File: config.mk
export PLATFORM = sky130hd
export DESIGN_NAME = nibble_serializer
export DESIGN_NICKNAME = d
export VERILOG_FILES = /design/src/rtl/nibble_serializer.sv
export SDC_FILE = /design/constraint.sdc
export NUM_CORES = 1
export LEC_CHECK = 0
export ABC_AREA = 1
export BUFFER_PORTS_ARGS = -buffer_cell sky130_fd_sc_hd__buf_2
export CELL_PAD_IN_SITES_DETAIL_PLACEMENT = 2
export CELL_PAD_IN_SITES_GLOBAL_PLACEMENT = 2
export CORE_MARGIN = 4
export CORE_UTILIZATION = 26
export CTS_BUF_LIST = sky130_fd_sc_hd__clkbuf_4
export DETAILED_ROUTE_END_ITERATION = 10
export MAX_ROUTING_LAYER = met4
export PLACE_DENSITY_LB_ADDON = 0.1
export REMOVE_ABC_BUFFERS = 1
export SKIP_CTS_REPAIR_TIMING = 1
export SLEW_MARGIN = 20
export SYNTH_ARGS = -nofsm -noshare
export SYNTH_HDL_FRONTEND = slang
export SYNTH_SLANG_ARGS = --single-unit
File: constraint.sdc
create_clock -name CLK -period 1.4 [get_ports CLK]
set_clock_uncertainty 0.2 [all_clocks]
set_input_delay 0.07 -clock CLK [delete_from_list [all_inputs] [get_ports CLK]]
set_output_delay 0.07 -clock CLK [all_outputs]
set_load 0.02 [all_outputs]
File: src/rtl/nibble_serializer.sv
// Parallel-to-nibble serializer: loads a DEPTH-nibble word and emits it LSB nibble first,
// advancing one nibble per clock-enable cycle, with Ready/Load and Valid/Last handshakes.
module nibble_serializer #(
    parameter int unsigned DEPTH = 4
) (
    input  logic               CLK,
    input  logic               RST,
    input  logic               Ce,
    input  logic               Load,
    input  logic [4*DEPTH-1:0] Din,
    output logic               Ready,
    output logic [3:0]         Dout,
    output logic               Valid,
    output logic               Last,
    output logic [2:0]         Cnt
);

    typedef enum logic [0:0] {StIdle, StShift} state_e;

    localparam logic [2:0] LastIdx = 3'(DEPTH - 1);

    state_e             state_q, state_d;
    logic [4*DEPTH-1:0] shift_q, shift_d;
    logic [3:0]         dout_q, dout_d;
    logic               valid_q, valid_d;
    logic               last_q, last_d;
    logic [2:0]         cnt_q, cnt_d;
    logic [2:0]         cnt_inc;

    always_ff @(posedge CLK or negedge RST) begin
        if (!RST) begin
            state_q <= StIdle;
            shift_q <= '0;
            dout_q  <= 4'h0;
            valid_q <= 1'b0;
            last_q  <= 1'b0;
            cnt_q   <= 3'd0;
        end else begin
            state_q <= state_d;
            shift_q <= shift_d;
            dout_q  <= dout_d;
            valid_q <= valid_d;
            last_q  <= last_d;
            cnt_q   <= cnt_d;
        end
    end

    always_comb begin
        state_d = state_q;
        shift_d = shift_q;
        dout_d  = dout_q;
        valid_d = valid_q;
        last_d  = last_q;
        cnt_d   = cnt_q;
        cnt_inc = cnt_q + 3'd1;

        // Ready also covers the cycle the final nibble is consumed, enabling reload with no bubble.
        Ready = (state_q == StIdle) || ((state_q == StShift) && last_q && Ce);

        if (Load && Ready) begin
            // The shift register keeps only the nibbles still to be presented after Din[3:0].
            state_d = StShift;
            shift_d = Din >> 4;
            dout_d  = Din[3:0];
            cnt_d   = 3'd0;
            valid_d = 1'b1;
            last_d  = 1'b0;
        end else if ((state_q == StShift) && Ce) begin
            if (last_q) begin
                state_d = StIdle;
                valid_d = 1'b0;
                last_d  = 1'b0;
                cnt_d   = 3'd0;
            end else begin
                shift_d = shift_q >> 4;
                dout_d  = shift_q[3:0];
                cnt_d   = cnt_inc;
                last_d  = (cnt_inc == LastIdx);
            end
        end
    end

    assign Dout  = dout_q;
    assign Valid = valid_q;
    assign Last  = last_q;
    assign Cnt   = cnt_q;

endmodule

==> impl_metrics.yaml, run 1 <==
outcome:
  status: "finished, violations left"
  violations: "negative hold slack, negative setup slack"
pwr:
  power.density_nw_per_um2: 1700
  power.internal_mw: 1.77
  switchingPower_mw: 1.35
  power_frac_seq_pct: 30.9
  peakVddDrop_v: 0.000534
  clockPowerShare_pct: 10.2
  power_leakage_nw: 1.05
  power.total_mw: 3.12
  combPwrFrac_pct: 58.8
  swShare_pct: 43.2
setup_path:
  crit_end: "Ready"
  cp.required_ns: 1.13
  critPathArrivalTime_ns: 1.21
  cp-start-kind: "flip-flop"
  rr_startpoint: "Last"
  r2r_cells: 8
  critPathMostFrequentCell: "buf_6"
  r2r-end: "shift_q[4]"
  crit_slowest_cell: "dfrtp_1"
  path_cells: "buf_6, nand2_4, nand2_4, buf_6, buf_6"
  max_stage_delay_ns: 0.42
  cp-end-kind: "output pin"
  crit_start: "Last"
  cp_max_fo: 3
  regToRegSetupSlack_ns: -0.08
  critical_path_class: "reg -> out"
detailed_routing:
  routed_wl_mm: 4.15
  vias: 1251
  drc: 0
  ant_nets: 0
  drt_first_pass_iters: 4
  wl_per_cell_um: 15.1
  routed_via_density: 4.55
  drt_iter0_markers: 44
sta:
  setup_ws_ns: -0.0849
  worst_pin_slew_ns: 0.521
  hold_viol_final: 1
  fin_crit_sh_pct: 106
  setup_viol: 16
  maxSlewHeadroom_pct: 65.3
  period_minus_slack_ns: 1.48
  maxSlewViolCount: 0
  rsz0062_at_grt: "yes"
  hold_slack_ns: -0.0339
  fmax_mhz: 673
die:
  initial_utilization_pct: 27.6
  io_pins: 30
  die_x_um: 74.1
  die_area_um2: 5490
  rows: 23
  core_um2: 4120
  die_height_um: 74.1
synthesis:
  synth_fa_ha_area_share_pct: 2.21
  ys_warn_count: 0
  synth-simple-area-share_pct: 33.2
  ys_async_sr_fraction_pct: 100
  synth_compound_area_share_pct: 3.75
  synth.area.mux_share_pct: 0
  synth_edf_count: 0
  synth_cells: 156
  synth_area_leaders: "dfrtp_1, nand2_1, nand3_1"
  synth_top_flop_cell: "dfrtp_1"
  synth.distinct_cells: 16
  synth_xor_xnor_area_share_pct: 0
  synth_area_um2: 1130
  synth_top_cell_by_area: "dfrtp_1"
  synth_top_area_share_pct: 46.3
  avgSynthCellArea_um2: 7.27
  seq_area_frac_synth_pct: 46.3
  ys_ff_latch: 21
  synth_top_family_by_area: "simple AND/OR/NAND/NOR gates"
layout:
  diodes: 0
  stdcell_count: 275
  most-common-layout-cells: "nand2_1, inv_1, buf_2, nand3_1, dfrtp_1"
  fin_nets: 248
  layout_commonest_cell: "nand2_1"
  drive_above_1_share_pct: 31.6
  syn2layout_area_growth_pct: 61.4
  postLayoutCoreUtil_pct: 44.5
placement:
  gp_congestion: 0.776
  dp_hpwl_mm: 2.77
  portBuffers: 29
  place_inst: 244
clock_network:
  cts-buffers-inserted: 3
  cts.clk_slew.worst_paths_ns: 0.13
  cts_root_buffer: "clkbuf_4"
  h-tree-depth: 1
  clockBufferDepth: 2
  cts_sinks: 21
  clk_latency_ns: 0.32
  cts_tree: "built"
global_route:
  grt-ovfl-total: 0
  grt_pass1_vias: 1321
  antenna_found_initial: 0
  globalRouteTotalUtil_pct: 15.4
  grt_max_degree: 22
  grt_pass1_wl_mm: 6.22
job:
  cap_violations: 0
hold_path:
  hold_class: "in -> reg"
-- synth_stat cells (2+ instances only) --
master	n
nand2_1	57
inv_1	31
nand3_1	25
dfrtp_1	21
o21ai_0	7
nor2_1	3
buf_6	2
ha_1	2
-- routing by layer --
metal	GRT usage [%]	share of wire (%)
met1	17.3	39
met2	28.0	56
met3	2.43	3.1
met4	4.83	1.2
met5	-	0
-- logic make-up (layout without fill, tap and decap cells) --
family                   count (synthesis)  in the layout
buffers and inverters                   38            107
AO/OA/AOI/OAI                            8              8
AND/OR/NAND/NOR                         87             87
flip-flops                              21             21
adder cells (fa/ha/maj)                  2              2
-- per-stage QoR --
| step | TNS [ns] | area [um2] | setup WS (ns) |
|---|---|---|---|
| floorplan | -6.49 | 1100 | -0.437 |
| global placement | -0.00393 | 1430 | -0.00393 |
| detailed placement | -0.260 | 1430 | -0.0432 |
| CTS | -1.04 | 1460 | -0.175 |
| global route | -2.20 | 1830 | -0.152 |
| finish | -0.733 | 1830 | -0.0849 |
-- worst min path at each step --
stage / from / endpoint / slack [ns] / cells past startpoint
after floorplan: RST / Cnt[0] / -0.43 / 0
after global placement: RST / Cnt[0] / -0.12 / 1
after detailed placement: RST / Cnt[1] / -0.12 / 1
after CTS: RST / Cnt[1] / -0.49 / 1
after global routing: Ce / Valid / -0.02 / 5
final: Ce / Valid / -0.03 / 5
-- sequential cells by signal, summed over array words and instances (netlist names) --
name	flops
Cnt	3
Valid	1
Last	1
shift_q	12
Dout	4
-- layout make-up --
class,instances,area [um2]
inverters,33,131
repair inverters,1,6.26
fillers,493,2280
well taps,50,62.6
clock buffers,3,22.5
clock inverters,1,5.00
repair buffers,69,588
multi-input cells,97,489
flip-flops and latches,21,527
-- worst max-delay path: cells and delay by family (launching register included) --
family / cells / cell delay, ns
and+or+nand+nor: 2 / 0.11
buffers and inverters: 3 / 0.37
DFF: 1 / 0.42
-- power groups by stage --
stage / combinational [mW] / sequential, mW / clock (mW)
floorplan: 0.623 / 1.08 / 0
global placement: 1.35 / 0.945 / 0
detailed placement: 1.41 / 0.966 / 0
CTS: 1.42 / 0.953 / 0.329
global route: 2.04 / 0.993 / 0.362
finish: 1.83 / 0.964 / 0.319
Note: power is estimated with default switching activity, not from simulation.
==> inputs of run 2 (changes only) <==
BUFFER_PORTS_ARGS = -buffer_cell sky130_fd_sc_hd__clkbuf_2   (was -buffer_cell sky130_fd_sc_hd__buf_2)
==> impl_metrics.yaml, run 2 (same netlist as run 1, synthesis figures left out) <==
detailed_routing:
  routed_via_density: 4.42
  vias: 1193
  ant_nets: 0
  drc: 0
  wl_met1_mm: 1.61
  routed-wl-met2_mm: 1.81
  routed_wl_mm: 3.55
  wl_met3_um: 113
  wl_per_cell_um: 13.1
  drt_iter0_markers: 47
  top_layer: "met4"
  drt_first_pass_iters: 4
global_route:
  antenna_found_initial: 0
  grt-ovfl-total: 0
  grt_pass1_vias: 1252
  grt_pass1_wl_mm: 5.89
  globalRouteTotalUtil_pct: 14.2
  grt_max_degree: 22
setup_path:
  critPathArrivalTime_ns: 1.14
  critical_path_class: "reg -> out"
  r2r-end: "shift_q[4]"
  cp_max_fo: 3
  cp-start-kind: "flip-flop"
  cp-end-kind: "output pin"
  cp.required_ns: 1.13
  r2r_cells: 7
  rr_startpoint: "Last"
  regToRegSetupSlack_ns: 0.02
sta:
  setup_viol: 1
  maxSlewHeadroom_pct: 62.0
  hold_viol_final: 1
  hold_slack_ns: -0.0233
  fin_tns_setup_ns: -0.0137
  maxSlewViolCount: 0
  worst_pin_slew_ns: 0.570
  rsz0062_at_grt: "yes"
  fmax_mhz: 707
  fin_crit_sh_pct: 101
  period_minus_slack_ns: 1.41
  setup_ws_ns: -0.0137
placement:
  dp_hpwl_mm: 2.56
  placed_area_um2: 1410
  gp_congestion: 0.749
  portBuffers: 29
clock_network:
  h-tree-depth: 1
  cts_tree: "built"
  cts.clk_slew.worst_paths_ns: 0.12
  clockBufferDepth: 2
  cts_root_buffer: "clkbuf_4"
  cts-buffers-inserted: 3
  clk_latency_ns: 0.31
  cts_sinks: 21
layout:
  diodes: 0
  largest_register: "shift_q"
  syn2layout_area_growth_pct: 48.8
  drive_above_1_share_pct: 26.8
  largest_reg_flops: 12
  stdcell_area_um2: 1690
  most-common-layout-cells: "nand2_1, inv_1, clkbuf_2, nand3_1, dfrtp_1"
  fin_nets: 243
  layout_commonest_cell: "nand2_1"
hold_path:
  worstHoldStart: "Ce"
  hold_class: "in -> reg"
  min_to: "Cnt[2]"
  holdPathStages: 5
pwr:
  power.density_nw_per_um2: 1650
  power_leakage_nw: 0.988
  power.total_mw: 2.78
  peakVddDrop_v: 0.000561
outcome:
  status: "finished, violations left"
  violations: "negative hold slack, negative setup slack"
die:
  io_pins: 30
  die_height_um: 74.1
  initial_utilization_pct: 27.6
  die_area_um2: 5490
  core_um2: 4120
  die_x_um: 74.1
  rows: 23
job:
  cap_violations: 0
==> run 2: worst max path at each step <==
stage                from     endpoint  slack (ns)
detailed placement  Valid   shift_q[6]        0.02
finish               Last        Ready       -0.01
floorplan           Valid  shift_q[10]       -0.44
global placement     Last   shift_q[6]        0.05
global route        Valid   shift_q[7]        -0.1
CTS                 Valid        Ready       -0.20
==> run 2: report_power, final <==
part | internal [mW] | switching, mW | total (mW)
clock | 0.107 | 0.201 | 0.308
combinational | 0.647 | 0.870 | 1.52
sequential | 0.825 | 0.132 | 0.957
==> run 2: cell type report <==
class,count,area [um2]
clock buffers,3,22.5
clock inverters,1,5.00
fillers,496,2430
inverters,33,126
multi-input cells,97,457
flip-flops and latches,21,527
well taps,50,62.6
repair buffers,65,489
==> run 2: routing by layer <==
metal,up-vias,track usage (%)
li1,597,-
met1,575,18.4
met2,19,23.7
met3,2,2.03
met4,0,3.02
met5,-,-
==> run 2: per-stage QoR <==
step / utilization [%] / setup WS [ns] / instances
after floorplan: - / -0.437 / 151
after global placement: 34.2 / 0.0505 / 242
after detailed placement: 34.2 / 0.0210 / 242
after CTS: 34.8 / -0.197 / 246
after global routing: 41.0 / -0.0972 / 270
final: 41.0 / -0.0137 / 270
==> run 2: critical path, stage by stage (launching register included) <==
cell	delay (ns)
dfrtp_1	0.42
nand2_1	0.09
nand2_2	0.08
buf_6	0.13
buf_6	0.12
==> inputs of run 3 (changes only) <==
ABC_AREA = default   (was 1)
CORE_UTILIZATION = 29   (was 26)
==> impl_metrics.yaml, run 3 <==
sta:
  hold_viol_final: 0
  period_minus_slack_ns: 1.60
  fin_crit_sh_pct: 115
  rsz0062_at_grt: "yes"
  maxSlewHeadroom_pct: 61.8
  fmax_mhz: 624
  hold_slack_ns: 0.0413
  worst_pin_slew_ns: 0.573
  setup_viol: 20
  maxSlewViolCount: 0
  fin_tns_setup_ns: -2.03
  setup_ws_ns: -0.204
placement:
  gp_congestion: 0.756
  dp_hpwl_mm: 2.52
  portBuffers: 29
  place_inst: 206
  place_ws_ns: -0.460
  placed_area_um2: 1440
layout:
  layout_commonest_cell: "clkbuf_2"
  diodes: 0
  fin_nets: 209
  area.sequential_um2: 528
  postLayoutCoreUtil_pct: 51.6
  largest_register: "shift_q"
  stdcell_count: 234
  multi_input_area_um2: 616
  syn2layout_area_growth_pct: 68.1
  largest_reg_flops: 12
  drive_above_1_share_pct: 45.2
  most-common-layout-cells: "clkbuf_2, inv_1, dfrtp_1, dlygate4sd3_1"
  fillers: 403
  stdcell_area_um2: 1930
synthesis:
  ys_warn_count: 0
  synth_top_cell_by_area: "dfrtp_1"
  ys_ff_latch: 21
  synth.distinct_cells: 23
  avgSynthCellArea_um2: 9.49
  synth_area_um2: 1150
  ys_async_sr_fraction_pct: 100
  seq_area_frac_synth_pct: 45.8
  synth_top_area_share_pct: 45.8
  synth_most_common_cell: "inv_1"
  synth_common_cells: "inv_1, dfrtp_1, a222oi_1, nor2_1, o22ai_1"
  synth_area_leaders: "dfrtp_1, a222oi_1, inv_1"
  synth_edf_count: 0
  synth_cells: 121
  synth_top_flop_cell: "dfrtp_1"
hold_path:
  hold_class: "in -> reg"
  worstHoldStart: "Load"
pwr:
  peakVddDrop_v: 0.000917
  power.total_mw: 3.46
  power.density_nw_per_um2: 1790
  power_leakage_nw: 0.972
global_route:
  antenna_found_initial: 0
  grt_pass1_wl_mm: 5.54
  grt_max_degree: 23
  grt-ovfl-total: 0
  globalRouteTotalUtil_pct: 14.4
  grt_pass1_vias: 1152
die:
  die_height_um: 70.9
  rows: 22
  core_um2: 3740
  die_area_um2: 5030
  initial_utilization_pct: 30.7
  io_pins: 30
  die_x_um: 70.9
clock_network:
  cts_sinks: 21
  cts_tree: "built"
  h-tree-depth: 1
  clockBufferDepth: 2
  cts.clk_slew.worst_paths_ns: 0.13
  clk_latency_ns: 0.31
  cts_root_buffer: "clkbuf_4"
  cts-buffers-inserted: 3
setup_path:
  critical_path_class: "reg -> reg"
  cp.required_ns: 1.38
  cp-end-kind: "flip-flop"
  cp-start-kind: "flip-flop"
  crit_start: "Last"
  critPathArrivalTime_ns: 1.59
  rr_startpoint: "Last"
  cp_max_fo: 12
outcome:
  status: "finished, violations left"
  violations: "negative setup slack"
detailed_routing:
  drt_iter0_markers: 79
  drt_first_pass_iters: 5
  ant_nets: 0
  wl_per_cell_um: 18.9
  routed_wl_mm: 4.42
  vias: 1224
  drc: 0
  routed_via_density: 5.23
job:
  cap_violations: 0
run 3: report_power, final:
part	internal [mW]	switching [mW]	total [mW]	leakage, nW
Sequential	0.874	0.261	1.13	0.244
Combinational	1.06	0.951	2.01	0.710
Clock	0.107	0.203	0.310	0.0177
run 3: final timing paths:
check / cells after the start / end / slack (ns)
setup / recovery: 4 / shift_q[6] / -0.20
hold / removal: 3 / Valid / 0.04
setup reg to reg: 4 / shift_q[6] / -0.20
hold reg to reg: 2 / shift_q[5] / 0.39
max in group asynchronous: 2 / Valid / 0.53
min in group asynchronous: 2 / Dout[0] / 0.07
run 3: cells by family (layout without fill, tap and decap cells):
group                    Yosys count  after routing  share of synthesized area [%]
AO/OA/AOI/OAI                     40             40                           26.9
multiplexers                       2              2                           1.85
flip-flops                        21             21                           45.8
adder cells (fa/ha/maj)            2              2                           2.18
buffers and inverters             35            100                           14.1
AND/OR/NAND/NOR                   21             21                           9.26
run 3: per-layer routing:
layer	global-route usage [%]	up-vias	share of wire [%]
met4	5.64	0	1.6
met2	23.5	28	52
met3	2.41	6	3.9
met5	-	-	0
li1	-	567	-
met1	17.6	623	42
run 3: worst max-delay path: stages (launching register included):
cell,delay (ns)
dfrtp_2,0.48
a21boi_4,0.20
buf_6,0.13
nor2b_4,0.07
a222oi_1,0.39
run 3: layout make-up:
| cell class | instances | share of cell area (%) |
|---|---|---|
| Clock inverter | 1 | 0.259 |
| Sequential cell | 21 | 27.3 |
| Tap cell | 48 | 3.11 |
| Timing Repair Buffer | 70 | 31.2 |
| Clock buffer | 3 | 1.17 |
| Multi-Input combinational cell | 65 | 31.9 |
| Inverter | 26 | 5.06 |
